## src/rtl/spram_tile_buffer_ctrl.sv

```systemverilog
// Tile staging sequencer for a single-port RAM: fills from a valid/ready input
// stream, then drains the same words in address order through a 2-entry skid buffer.
module spram_tile_buffer_ctrl #(
   parameter int AWIDTH    = 11,
   parameter int DWIDTH    = 40,
   parameter int NUM_WORDS = 2048
) (
   input  logic              clk,
   input  logic              reset,
   input  logic              start,
   input  logic [AWIDTH:0]   length,
   output logic              busy,
   output logic              done,
   input  logic              in_valid,
   output logic              in_ready,
   input  logic [DWIDTH-1:0] in_data,
   output logic              out_valid,
   input  logic              out_ready,
   output logic [DWIDTH-1:0] out_data,
   output logic [AWIDTH-1:0] ram_address,
   output logic              ram_wren,
   output logic [DWIDTH-1:0] ram_data,
   input  logic [DWIDTH-1:0] ram_out
);

   typedef enum logic [1:0] {IDLE, FILL, DRAIN, DONE} state_t;

   localparam logic [AWIDTH:0] MAX_LEN = (AWIDTH+1)'(NUM_WORDS);

   state_t            state, state_nx;
   logic [AWIDTH:0]   len, wptr, rptr, pcnt, len_sat;
   logic              rd_pend, issue, pop;
   logic [DWIDTH-1:0] skid [2];
   logic              skid_wr, skid_rd;
   logic [1:0]        skid_cnt;
   logic [2:0]        inflight;

   assign len_sat   = (length > MAX_LEN) ? MAX_LEN : length;
   assign out_valid = (skid_cnt != 2'd0);
   assign out_data  = skid[skid_rd];
   assign pop       = out_valid && out_ready;

   // A pop this cycle frees a slot in time for a read issued now, which keeps
   // the drain at one word per cycle while never holding more than 2 in flight.
   assign inflight = 3'(rd_pend) + 3'(skid_cnt) - 3'(pop);
   assign issue    = (state == DRAIN) && (inflight < 3'd2) && (rptr < len);

   always_comb begin
      state_nx    = state;
      busy        = (state != IDLE);
      done        = 1'b0;
      in_ready    = 1'b0;
      ram_wren    = 1'b0;
      ram_address = '0;
      ram_data    = '0;
      case (state)
         IDLE: begin
            if (start) state_nx = (len_sat == '0) ? DONE : FILL;
         end
         FILL: begin
            in_ready    = 1'b1;
            ram_address = wptr[AWIDTH-1:0];
            if (in_valid) begin
               ram_wren = 1'b1;
               ram_data = in_data;
               if (wptr == len - 1'b1) state_nx = DRAIN;
            end
         end
         DRAIN: begin
            ram_address = rptr[AWIDTH-1:0];
            if (pop && (pcnt == len - 1'b1)) state_nx = DONE;
         end
         DONE: begin
            done     = 1'b1;
            state_nx = IDLE;
         end
         default: state_nx = IDLE;
      endcase
   end

   always_ff @(posedge clk or posedge reset) begin
      if (reset) begin
         state    <= IDLE;
         len      <= '0;
         wptr     <= '0;
         rptr     <= '0;
         pcnt     <= '0;
         rd_pend  <= 1'b0;
         skid[0]  <= '0;
         skid[1]  <= '0;
         skid_wr  <= 1'b0;
         skid_rd  <= 1'b0;
         skid_cnt <= '0;
      end else begin
         state   <= state_nx;
         rd_pend <= issue;
         if (state == IDLE && start) begin
            len  <= len_sat;
            wptr <= '0;
            rptr <= '0;
            pcnt <= '0;
         end
         if (state == FILL && in_valid) wptr <= wptr + 1'b1;
         if (issue) rptr <= rptr + 1'b1;
         // Read data lands on ram_out the cycle after issue.
         if (rd_pend) begin
            skid[skid_wr] <= ram_out;
            skid_wr       <= ~skid_wr;
         end
         if (pop) begin
            skid_rd <= ~skid_rd;
            pcnt    <= pcnt + 1'b1;
         end
         skid_cnt <= skid_cnt + 2'(rd_pend) - 2'(pop);
      end
   end

endmodule

```

## config.mk

```make
export PLATFORM = sky130hd
export DESIGN_NAME = spram_tile_buffer_ctrl
export DESIGN_NICKNAME = d
export VERILOG_FILES = /design/src/rtl/spram_tile_buffer_ctrl.sv
export SDC_FILE = /design/constraint.sdc
export NUM_CORES = 1
export LEC_CHECK = 0
export ABC_CLOCK_PERIOD_IN_PS = 5530
export CELL_PAD_IN_SITES_DETAIL_PLACEMENT = 0
export CELL_PAD_IN_SITES_GLOBAL_PLACEMENT = 2
export CORE_ASPECT_RATIO = 0.9
export CORE_MARGIN = 3
export CORE_UTILIZATION = 42
export CTS_BUF_LIST = sky130_fd_sc_hd__clkbuf_8
export DETAILED_ROUTE_END_ITERATION = 16
export DONT_BUFFER_PORTS = 1
export PLACE_DENSITY = 0.85
export RECOVER_POWER = 50
export SYNTH_ARGS = -nofsm -noshare
export SYNTH_HDL_FRONTEND = slang
export SYNTH_SLANG_ARGS = --single-unit
```

## constraint.sdc

```tcl
create_clock -name clk -period 5.53 [get_ports clk]
set_input_delay 0.8295 -clock clk [delete_from_list [all_inputs] [get_ports clk]]
set_output_delay 0.8295 -clock clk [all_outputs]
set_load 0.03 [all_outputs]
```

==> results of run 1 <==
==> layout make-up <==
type	instances	share of cell area [%]
multi-input combinational	494	48.1
sequential	135	41.5
tap	235	3.61
clock buffer	18	3.04
clock inverter	14	2.14
inverter	28	1.31
timing repair buffer	3	0.246
==> flip-flops by register name, indices dropped and copies added, names as in the netlist <==
signal and flops:
len 12, pcnt 12, rd_pend 1, rptr 12
skid 80, skid_cnt 2, skid_rd 1, skid_wr 1
state 2, wptr 12
==> power breakdown <==
part	internal (uW)	switching, uW	total (uW)
combinational	994	1440	2440
sequential	1370	403	1770
clock	461	404	866
total	2820	2250	5080
==> cell families after synthesis <==
family,after synthesis
simple gates,201
flops,135
mux,129
compound gates,105
buf+inv,73
xor+xnor,36
fa+ha+maj,23
==> routing by layer <==
metal  vias to the layer above  global-route usage, %  part of all wire (%)
met3                        19                   4.01                   4.6
met1                      2694                   24.1                    43
met5                         -                      0                     0
li1                       2471                      -                     -
met4                         0                   5.43                   1.3
met2                       148                   31.4                    51
==> cells in the final DEF, fill, tap and decap left out, types with 18 or more instances in the layout <==
cell	count
nand3_1	31
clkbuf_8	18
mux2_2	121
nor2_1	20
dfrtp_1	134
o21ai_0	31
nand2_1	44
inv_1	26
xnor2_1	19
and3_1	48
ha_1	22
==> path summary, 6_finish.rpt <==
kind,to
max in group asynchronous,skid_rd
setup / recovery,rptr[9]
setup reg to reg,rptr[9]
hold / removal,skid_wr
min in group asynchronous,skid[32]
hold reg to reg,skid_wr
==> critical path: stages, from the launching register on <==
cell	delay (ns)
dfrtp_1	0.41
or2_0	0.45
nand2_1	0.32
clkinv_1	0.26
ha_1	0.34
inv_1	0.03
ha_1	0.18
fa_1	0.45
or4_1	0.52
a21oi_1	0.13
o41ai_1	0.08
buf_4	0.19
or2_2	0.41
a311o_1	0.39
==> stage by stage <==
stage / total power (uW) / area [um^2] / cells / utilization (%)
floorplan: 3820 / 7580 / 702 / -
global placement: 4150 / 7730 / 895 / 44.7
detailed placement: 4230 / 7730 / 895 / 44.7
CTS: 5120 / 8150 / 927 / 47.2
global route: 5390 / 8140 / 927 / 47.1
finish: 5080 / 8140 / 927 / 47.1
==> flow_summary.ini, run 1 <==
[run_status]
status = complete, but fails checks
violations = capacitance limit, slew limit

[route]
postRouteAntennaNets = 0
drt_iter0_markers = 314
viasPerCell = 5.75
dr.pass1.iters = 5
wl_per_cell_um = 20.0
vias = 5332
wl_um = 18500
drc = 0

[power]
leakage_uw = 0.00360
peakVddDrop_mv = 0.264
power_density_nw_per_um2 = 624

[synthesis]
synth_nets = 822
synth_mux_area_share_pct = 19.0
synth.distinct_cells = 53
synth_compound_area_share_pct = 9.51
synth_xor_area_share_pct = 4.89
synth_simple_gate_area_share_pct = 14.4
ys_warn_count = 0
synth_top_family_by_area = multiplexers
synth_flop_cell = dfrtp_1
synth_edf_count = 0
synth.avg_cell_area_um2 = 10.8
synth.most_common_cell = dfrtp_1
synthArstFlopShare_pct = 100
synth_common_cells = dfrtp_1 (135), mux2_2 (121), and3_1 (48)
synthCells = 702
ys_top_cells_by_area = dfrtp_1 (45%), mux2_2 (18%), and3_1 (4.0%), ha_1 (3.6%), xnor2_1 (2.2%)
ys_ff_latch = 135
yosysSeqAreaShare_pct = 44.6
synth_top_area_cell = dfrtp_1
netlist_area_um2 = 7580
synth_top_area_share_pct = 44.6
synth_adder_area_share_pct = 3.90

[layout]
diodes = 0
num-fill-cells = 1576
drive_gt1_share_pct = 25.0
final-seq-area_um2 = 3380
area_growth_pct = 7.38
multi_input_area_um2 = 3920
layout.nets = 799

[worst_setup_path]
path_class = reg2reg
worst_setup_path_end_kind = register
worst-path-max-fanout = 13
cp.required_ns = 5.86
worstSetupStartpoint = skid_cnt[1]
arrival_ns = 4.60
r2r_setup_slack_ns = 1.26
r2r-start = skid_cnt[1]
worstSetupStartpointType = register
reg2reg_depth = 13

[timing]
whs_ns = 0.494
worstMarginPinSlew_ns = 3.84
finalHoldViolCount = 0
slew_viol_final = 171
setup_ws_ns = 1.26
final.period_utilization_pct = 77.2
timing.fmax_mhz = 234
fin_skew_ns = 0.0102
tns_ns = 0
relSlewSlack_pct = -158
setup_viol = 0
grt_setup_unrepaired = no
period_needed_ns = 4.27

[floorplan]
coreArea_um2 = 17300
die-area_um2 = 19700
start_util_pct = 43.9
rows = 45
die_y_um = 133
ioPinCount = 193
die_w_um = 148

[global_route]
grt_max_degree = 89
grt_pass1_wl_um = 29200
grt_usage_pct = 18.6
grt_pass1_vias = 5464
grt_overflow = 0
antenna_found_initial = 0

[placement]
portBuffers = 0
gp_congestion = 0.847
dp_hpwl_um = 13300
place_ws_ns = 1.35

[clocking]
post_cts_buffers = 0
clk_latency_ns = 0.44
clock_sinks = 135
cts_tree = built
cts_buffer_depth = 2
cts_hold_buf = 0
cts.repair.resized = 0
htreeDepth = 4
cts-root-buf = clkbuf_8
cts_made_buffers = 17
clk_pin_slew_ns = 0.08

[worst_hold_path]
min_path_cells = 1
min-delay-start = skid_wr
worstHoldPathType = reg2reg

[flow_run]
maxCapViolCount = 3
Power figures use the tool's default switching activity.
==> run 2: changes to the inputs <==
--- a/config.mk
+++ b/config.mk
@@ -5,7 +5,7 @@
 export SDC_FILE = /design/constraint.sdc
 export NUM_CORES = 1
 export LEC_CHECK = 0
-export ABC_CLOCK_PERIOD_IN_PS = 5530
+export ABC_CLOCK_PERIOD_IN_PS = 4300
 export CELL_PAD_IN_SITES_DETAIL_PLACEMENT = 0
 export CELL_PAD_IN_SITES_GLOBAL_PLACEMENT = 2
 export CORE_ASPECT_RATIO = 0.9
==> constraint.sdc (replaced) <==
create_clock -name clk -period 4.3 [get_ports clk]
set_input_delay 0.645 -clock clk [delete_from_list [all_inputs] [get_ports clk]]
set_output_delay 0.645 -clock clk [all_outputs]
set_load 0.03 [all_outputs]
==> flow_summary.ini, run 2 (synthesis gave the netlist of run 1 again) <==
[run_status]
status = complete, but fails checks
violations = capacitance limit, slew limit

[power]
seqPwrFrac_pct = 34.7
clkPwrFrac_pct = 16.7
power_density_nw_per_um2 = 799
power.internal_uw = 3590
leakage_uw = 0.00361
combPwrFrac_pct = 48.6
p_sw_uw = 2920
swShare_pct = 44.9
peakVddDrop_mv = 0.300

[route]
viasPerCell = 5.71
drt_iter0_markers = 392
vias = 5308
dr.pass1.iters = 5
wl_per_cell_um = 19.8
postRouteAntennaNets = 0
drc = 0
wl_um = 18400

[timing]
tns_ns = 0
fin_skew_ns = 0.0130
grt_setup_unrepaired = no
finalHoldViolCount = 0
worstMarginPinSlew_ns = 2.78
period_needed_ns = 3.93
final.period_utilization_pct = 91.3
setup_viol = 0
setup_ws_ns = 0.374
timing.fmax_mhz = 255
slew_viol_final = 116
relSlewSlack_pct = -85.4

[worst_hold_path]
worstHoldPathType = in2reg

[global_route]
grt_pass1_vias = 5566
grt_max_degree = 75
grt_pass1_wl_um = 29700
antenna_found_initial = 0
grt_overflow = 0
grt_usage_pct = 18.8

[layout]
layout.nets = 802
area_growth_pct = 7.61
drive_gt1_share_pct = 25.5
regMostFlops = skid
final_cell_mix = dfrtp_1 (134), mux2_2 (121), and3_1 (48), nand2_1 (44)
final_core_util_pct = 47.2
final_common_cell = dfrtp_1
diodes = 0
largest_reg_flops = 80

[clocking]
cts_made_buffers = 17
htreeDepth = 4
clk_latency_ns = 0.44
clk_pin_slew_ns = 0.08
cts_hold_buf = 0
cts_tree = built
cts_buffer_depth = 2
cts.repair.resized = 0
clock_sinks = 135
post_cts_buffers = 0
cts-root-buf = clkbuf_8

[floorplan]
die_y_um = 133
ioPinCount = 193
coreArea_um2 = 17300
die_w_um = 148
rows = 45
die-area_um2 = 19700
start_util_pct = 43.9

[worst_setup_path]
arrival_ns = 4.25
worst_setup_path_end_kind = register
worstSetupStartpointType = register
path_class = reg2reg
worst-path-max-fanout = 13
cp.required_ns = 4.63

[placement]
dp_hpwl_um = 13300
place_ws_ns = 0.464
portBuffers = 0
gp_congestion = 0.874

[flow_run]
maxCapViolCount = 2
run 2: cell count changes in the layout (fill, tap and decap cells not counted):
cell	before	now
buf_4	2	4
nor2b_4	0	1
clkinvlp_4	3	4
bufinv_16	3	2
clkinv_2	1	0
inv_8	0	2
clkbuf_2	1	2
nor2b_1	14	13
clkinvlp_2	1	0
run 2: area by class of cell:
class,count,area (um^2)
clock buffer,18,248
clock inverter,14,165
fill,1599,9130
inverter,28,105
multi-input combinational,494,3930
sequential,135,3380
tap,235,294
timing repair buffer,6,40.0
run 2: power groups by stage:
stage,combinational [uW],sequential [uW],clock (uW)
floorplan,2940,1970,0
global placement,3110,2240,0
detailed placement,3170,2280,0
CTS,3190,2260,1120
global route,3420,2340,1180
finish,3170,2260,1090
run 2: per-stage QoR:
step	instances	instance area [um^2]	hold WS, ns	power [uW]
final	930	8160	0.333	6510
after global routing	930	8160	0.289	6940
after CTS	930	8170	0.287	6570
after detailed placement	898	7750	0.489	5450
after global placement	898	7750	0.481	5350
after floorplan	702	7580	0.463	4910
run 2: worst paths after layout:
path	slack, ns	endpoint	cells after the start	from
setup / recovery	0.37	rptr[9]	12	skid_cnt[1]
hold / removal	0.33	len[0]	1	length[0]
setup reg to reg	0.37	rptr[9]	12	skid_cnt[1]
hold reg to reg	0.51	skid[43]	1	skid[43]
max in group asynchronous	1.21	skid[4]	2	reset
min in group asynchronous	1.10	skid[33]	1	reset
run 2: critical path: stages, from the launching register on:
cell      delay, ns
dfrtp_1        0.41
or2_0          0.44
nand2_1        0.32
clkinv_1       0.13
ha_1           0.29
inv_1          0.04
ha_1           0.18
fa_1           0.46
or4_1          0.51
a21oi_1        0.13
o41ai_1        0.10
or2_2          0.41
a311o_1        0.40
run 2: metal layers:
metal / track usage (%) / part of all wire, % / vias up
li1: - / - / 2475
met1: 23.9 / 43 / 2638
met2: 31.7 / 50 / 171
met3: 5.07 / 5.5 / 24
met4: 5.59 / 1.6 / 0
met5: 0 / 0 / -
